### src/rtl/icache.sv
`timescale 1ns/1ps
// icache: read-only direct-mapped instruction cache, 8 lines x 4 words, one refill outstanding.
// Latency: hits return the word combinationally in the same cycle. A miss costs (memory latency + 2) cycles.
// Backpressure: proc_stall holds the fetch until the refill ends. Optional counters are enabled by the macro ICACHE_STATS_EN.
module icache (
  input  logic         clk,
  input  logic         rst_n,
  input  logic         proc_read,
  input  logic         proc_write,
  input  logic [29:0]  proc_addr,
  input  logic [31:0]  proc_wdata,
  output logic         proc_stall,
  output logic [31:0]  proc_rdata,
  output logic         mem_read,
  output logic         mem_write,
  output logic [27:0]  mem_addr,
  output logic [127:0] mem_wdata,
  input  logic         mem_ready,
  input  logic [127:0] mem_rdata
`ifdef ICACHE_STATS_EN
  ,
  output logic [31:0]  hit_cnt,
  output logic [31:0]  miss_cnt
`endif
);

  typedef enum logic {IDLE = 1'b0, FETCH = 1'b1} state_t;

  state_t        state, state_nxt;
  logic [7:0]    valid;
  logic [24:0]   tag_arr  [8];
  logic [127:0]  data_arr [8];
  logic [27:0]   miss_line;

  logic [1:0]    offset;
  logic [2:0]    index;
  logic [24:0]   tag;
  logic          hit;
  logic          lookup_hit;
  logic          lookup_miss;
  logic          refill;
  logic          unused_ok;

  assign offset = proc_addr[1:0];
  assign index  = proc_addr[4:2];
  assign tag    = proc_addr[29:5];

  // The cache never writes, so the processor write port is deliberately left unconnected.
  assign unused_ok = ^{proc_write, proc_wdata};

  assign hit         = valid[index] && (tag_arr[index] == tag);
  assign lookup_hit  = (state == IDLE) && proc_read && hit;
  assign lookup_miss = (state == IDLE) && proc_read && !hit;
  // A refill is only accepted while FETCH is waiting. A stray mem_ready in IDLE is dropped.
  assign refill      = (state == FETCH) && mem_ready;

  assign mem_write = 1'b0;
  assign mem_wdata = '0;

  // State register. Reset aborts any refill in flight.
  always_ff @(posedge clk or negedge rst_n) begin
    if (!rst_n) state <= IDLE;
    else        state <= state_nxt;
  end

  // Next-state logic.
  always_comb begin
    state_nxt = state;
    case (state)
      IDLE:    if (lookup_miss) state_nxt = FETCH;
      FETCH:   if (mem_ready)   state_nxt = IDLE;
      default: state_nxt = IDLE;
    endcase
  end

  // Output logic. Reset masks the stall, because a stall is otherwise raised by the invalid lines on any read.
  always_comb begin
    proc_stall = 1'b0;
    mem_read   = 1'b0;
    mem_addr   = '0;
    proc_rdata = data_arr[index][{offset, 5'd0} +: 32];
    case (state)
      IDLE:    proc_stall = rst_n && lookup_miss;
      FETCH: begin
        proc_stall = 1'b1;
        mem_read   = 1'b1;
        mem_addr   = miss_line;
      end
      default: ;
    endcase
  end

  // Capture the missing line address. The refill then ignores later changes to proc_addr.
  always_ff @(posedge clk or negedge rst_n) begin
    if (!rst_n)           miss_line <= '0;
    else if (lookup_miss) miss_line <= proc_addr[29:2];
  end

  // Valid bits. This is the only cache state that needs reset.
  always_ff @(posedge clk or negedge rst_n) begin
    if (!rst_n)      valid <= '0;
    else if (refill) valid[miss_line[2:0]] <= 1'b1;
  end

  // Tag and data arrays. A refill overwrites the victim line without any check.
  always_ff @(posedge clk) begin
    if (refill) begin
      tag_arr[miss_line[2:0]]  <= miss_line[27:3];
      data_arr[miss_line[2:0]] <= mem_rdata;
    end
  end

`ifdef ICACHE_STATS_EN
  // Hit and miss counters. Both wrap naturally at 2^32.
  always_ff @(posedge clk or negedge rst_n) begin
    if (!rst_n) begin
      hit_cnt  <= '0;
      miss_cnt <= '0;
    end else begin
      if (lookup_hit)  hit_cnt  <= hit_cnt + 32'd1;
      if (lookup_miss) miss_cnt <= miss_cnt + 32'd1;
    end
  end
`else
  logic unused_hit;
  assign unused_hit = lookup_hit;
`endif

endmodule
### config.mk
export PLATFORM = sky130hd
export DESIGN_NAME = icache
export DESIGN_NICKNAME = d
export VERILOG_FILES = /design/src/rtl/icache.sv
export SDC_FILE = /design/constraint.sdc
export NUM_CORES = 1
export LEC_CHECK = 0
export BUFFER_PORTS_ARGS = -buffer_cell sky130_fd_sc_hd__buf_4
export CAP_MARGIN = 20
export CORE_ASPECT_RATIO = 2
export CORE_MARGIN = 2
export CORE_UTILIZATION = 40
export CTS_CLUSTER_SIZE = 16
export DETAILED_ROUTE_END_ITERATION = 8
export PLACE_DENSITY = 0.59
export SLEW_MARGIN = 20
export SYNTH_ARGS = -nofsm -noshare
export SYNTH_HDL_FRONTEND = slang
export SYNTH_SLANG_ARGS = --single-unit
### constraint.sdc
create_clock -name clk -period 11.5 [get_ports clk]
set_input_delay 2.3 -clock clk [delete_from_list [all_inputs] [get_ports clk]]
set_output_delay 2.3 -clock clk [all_outputs]
set_load 0.01 [all_outputs]
* Word-level counts from Yosys, hierarchy flattened
Memories as Yosys holds them, arrays and structs flattened.
Cells that the tools add are included.
** Storage, ports and cells
- Bits in registers :: 37
- Memory bits (writable) :: 1224
- Bits of input ports :: 195
- Output and inout bits :: 191
- Word-level logic and storage cells :: 31
- Memories :: 2
** Cells by class
- Magnitude comparators :: 3
- Equal/unequal tests :: 1
- Shifts and indexed selects :: 1
- Mux-type cells :: 12
- Bitwise logic cells :: 2
- Reduce and logical (&&, ||, !) cells :: 7
** Memories
- data_arr :: words 8, bits a word 128, read ports 1, clocked after Yosys merged registers in 0, wr ports 1, line 32 : logic [127:0] data_arr [8];
- tag_arr :: words 8, bits a word 25, read ports 1, clocked after Yosys merged registers in 0, wr ports 1, line 31 : logic [24:0] tag_arr [8];
** Operators with widths (count)
- $shiftx 128x8->32 :: 1
- $mux 28 :: 1
- $eq 25x25->1 :: 1
- $lt 3x4->1 const B :: 2
- $or 8x8->8 :: 1
- $mux 1 :: 7
- $logic_and 1x1->1 :: 6
- $pmux 1 s2 :: 2
- $bmux 1 s3 :: 1
- $demux 1 s3 :: 1
- $ge 3x1->1 const B :: 1
- $logic_not 1->1 :: 1
- $not 1->1 :: 1

* Logic depth before layout (Yosys ltp)
- Depth in word-level cells :: 7
- Depth in mapped cells :: 12
- Mapped depth without buffers :: 7

* Worst setup path before layout
No wires, ideal clock.
- Path type :: in2reg
- Start :: in mem_ready
- End :: reg valid[0]
- Setup time :: 131 ps
- Data arrival time :: 13742 ps
- Required time :: 11369 ps
- Setup slack :: -2373 ps
- Cell stages on the path :: 3
- Buffers on the path :: 0
- Cell sequence :: nand3b_1 > nor3_1 > or2_2
** Between the ends
- Longest elaborated chain between the ends :: 1
** RTL lines
- start: declaration :: line 18 : input logic mem_ready,
- $logic_and 1x1->1 :: line 55 : assign refill = (state == FETCH) && mem_ready;
- end signal: assignment :: line 101 : if (!rst_n) valid <= '0;
- end signal: indexed assignment :: line 102 : else if (refill) valid[miss_line[2:0]] <= 1'b1;
- end: declaration :: line 30 : logic [7:0] valid;
Every way passes these cells.
A chain may end at the register's enable or synchronous reset.

* Worst setup path after layout
- Start :: in proc_addr[2]
- End :: out proc_stall
** Between the ends
- Longest elaborated chain between the ends :: 7
- Elaborated cells on any way between the ends :: 9
- Those cells by class :: eq/ne: 1; mux: 3; reduce/logical: 4; memory: 1
** RTL lines
- start: declaration :: line 10 : input logic [29:0] proc_addr,
- $mem_v2 8x25 or $bmux 1 s3 (tied branches)
- $eq 25x25->1 or $mux 1 (tied branches) :: line 51 : assign hit = valid[index] && (tag_arr[index] == tag);
- $logic_and 1x1->1 (*) :: line 51
- $logic_not 1->1 (*) :: line 53 : assign lookup_miss = (state == IDLE) && proc_read && !hit;
- $logic_and 1x1->1 (*) :: line 53
- $logic_and 1x1->1 (*) :: line 83 : IDLE: proc_stall = rst_n && lookup_miss;
- $pmux 1 s2 (*) :: line 82 : case (state)
- end: declaration :: line 12 : output logic proc_stall,
Every way passes the cells marked *; elsewhere a longest branch is shown, timed or not. The select of a mux whose other input is x is not followed.

==> qor.txt <==
status: completed
via count: 21.6k
Final Non-Filler Cells: 4040
setup tns final: 0 ns
Crit path largest cell delay: 0.80 ns
HPWL after detailed placement: 54900 µm
Hold Crit Class: register to register
grt met1 use: 23.0%
Finished Cell Area: 56100 µm²
1st-pass router iterations: 5
Post-DRT Antenna Nets: 0
layer with the highest usage: met2
final core utilization: 45.8%
met2 Usage GRT: 26.7%
Post-synth EDFFs: 1224
first-pass GRT wire length: 154000 µm
minimum clock period: 8.39 ns
hold_sp: valid[0]
DR WL/cell: 26.0 µm
max_cap viols: 0
setup violators final: 0
Clock Latency Late Sink: 0.75 ns
critical path arrival: 6.09 ns
Max Transition Viols Final: 0
Area growth syn-to-layout: 14.0%
Rows: 182
CP dominant cell by count: buf_4
pwr/cell area: 177 nW/µm²
WL final: 105000 µm
top cells by instance count after synthesis: 1224 x edfxtp_1, 346 x mux4_2, 136 x buf_4, 67 x mux2_2, 47 x mux2i_1
Port-buffer cells: 223
die width: 252 µm
Yosys top cell area share: 74.7%
Setup Skew: 0.0653 ns
CTS resizes: 0
worst-path fanout max: 80
fraction of layout cells with a size suffix above 1: 35.0%
Final nets: 2566
H-Tree Depth: 3
initial drt markers: 1568
CTS clk-pin slew, worst paths: 0.06 ns
worst r2r path cells: 5
# clock sinks: 1261
met3 Use GR: 4.54%
Synth Warn #: 0
Die ar.: 126000 µm²
FMAX: 0.119 GHz
gr usage total: 16.8%
placed cells: 3820
CTS max path bufs: 3
Distinct cells, synth: 43
reg2reg start: state
Avg Inst Size Synth: 23.4 µm²
initial antenna violation count: 20
Cell Chain, Critical Path: buf_8, buf_4, mux2_2, o2bb2ai_1, a211oi_1, xor2_1, nor4_1, nand4_1, a31o_2, buf_4
CTS root buffer: clkbuf_16
worst slew pin tran: 1.04 ns
reg2reg setup slack: 8.02 ns
post-synthesis cell count: 2100
Post-CTS Repair Setup Buffers: 0
Hold Path Sink: valid[0]
total grt overflow: 0
Required @ worst endpoint: 9.20 ns
CTS tree: built
Seq/Total Area, Yosys: 76.6%
crit path max-delay cell type: nor4_1
unrepaired setup endpoints after global routing: no
Synth Cell Area: 49200 µm²
Tcrit/Tclk final: 73.0%
most common cell in the netlist: edfxtp_1
Hold Vio Cnt, Final: 0
die height: 500 µm
DRC: 0
Power Total: 9.91 mW
vias in the first global route: 22.8k
RR Endpoint: data_arr[5][107]
Async SR Flop Fraction: 2.93%
hold path cells: 1
Worst VDD drop: 143 µV
CTS Hold Bufs: 0
Vias per Instance: 5.34
most area-consuming cells after synthesis: edfxtp_1 75%, mux4_2 16%, buf_4 2.1%, dfrtp_1 1.9%, mux2_2 1.5%
crit path kind: input port to output pin
commonest register cell after synthesis: edfxtp_1
Slew headroom: 30.5%
CTS Buf Count: 113
crit path launch type: input port
Yosys top cell by area: edfxtp_1
Seq cells post-synth: 1261
CP endpoint kind: output pin
Starting Density: 40.2%
largest net degree at the start of global routing: 132
core area: 123000 µm²
I/O pin cnt: 386
Leak: 18.1 nW
placed cell area: 52400 µm²
routability cong.: 0.700
[per-stage QoR]
step | setup slack (ns) | hold WS (ns)
4_1_cts | 3.03 | 0.463
3_3_place_gp | 3.04 | 0.446
6_report | 3.11 | 0.463
3_5_place_dp | 3.03 | 0.448
5_1_grt | 2.78 | 0.468
2_1_floorplan | 1.88 | 0.434
[area by class of cell]
cell class	count	area, µm²
well taps	1564	1960
repair buffers	255	2060
clock inverters	74	764
clock buffers	140	2950
diodes	6	15.0
flip-flops and latches	1261	37700
fillers	10182	66400
multi-input cells	738	10700
inverters	2	7.51
[where the power goes]
group	leakage, nW	switching (mW)	internal [mW]
Sequential	11.5	0.0886	5.29
Clock	1.82	1.68	2.09
Combinational	4.86	0.431	0.339
[placed cells by master (no fill, tap or decap), drive strengths merged, types with 3 or more instances in the layout]
cell,instances
edfxtp,1224
mux4,346
buf,254
clkbuf,141
conb,129
mux2,76
clkinv,56
mux2i,47
dfrtp,37
and2,29
xor2,15
bufinv,11
a22oi,10
or2,8
nor2,8
inv,7
diode,6
nand2b,6
o22ai,6
nand2,5
a21oi,5
o21ai,5
nand3,4
nor2b,4
a221oi,4
and3,4
nor4,4
o2bb2ai,3
nor3,3
[how the worst max path moves through the flow]
stage | startpoint | end | slack [ns] | cells past startpoint
2_1_floorplan | mem_ready | valid[1] | 1.88 | 3
3_3_place_gp | proc_addr[2] | proc_stall | 3.04 | 10
3_5_place_dp | proc_addr[2] | proc_stall | 3.03 | 10
4_1_cts | proc_addr[2] | proc_stall | 3.03 | 10
5_1_grt | proc_addr[2] | proc_stall | 2.78 | 10
6_report | proc_addr[2] | proc_stall | 3.11 | 10
[registers in the layout (all words and copies together), names as in the netlist]
register	count
data_arr	1024
valid	8
tag_arr	200
state	1
miss_line	28
[cells by family after synthesis]
group                     share of synthesized area (%)
DFF                                                76.6
muxes                                              18.6
buffers and inverters                              2.93
and+or+nand+nor                                   0.964
AOI/OAI and AO/OA                                 0.618
xor gates and xnor gates                          0.303
other                                           0.00762
[per-layer routing]
metal | up-vias | routed length, µm
met4 | 30 | 1840
met1 | 11638 | 44900
li1 | 9142 | -
met2 | 597 | 50500
met5 | - | 198
met3 | 149 | 7480
[critical path, delay by kind of cell]
family | cells | cell delay, ns
buffers and inverters | 3 | 1.46
and+or+nand+nor | 2 | 1.08
AOI/OAI and AO/OA | 3 | 0.51
muxes | 1 | 0.41
xor gates and xnor gates | 1 | 0.18
Power figures use the tool's default switching activity.
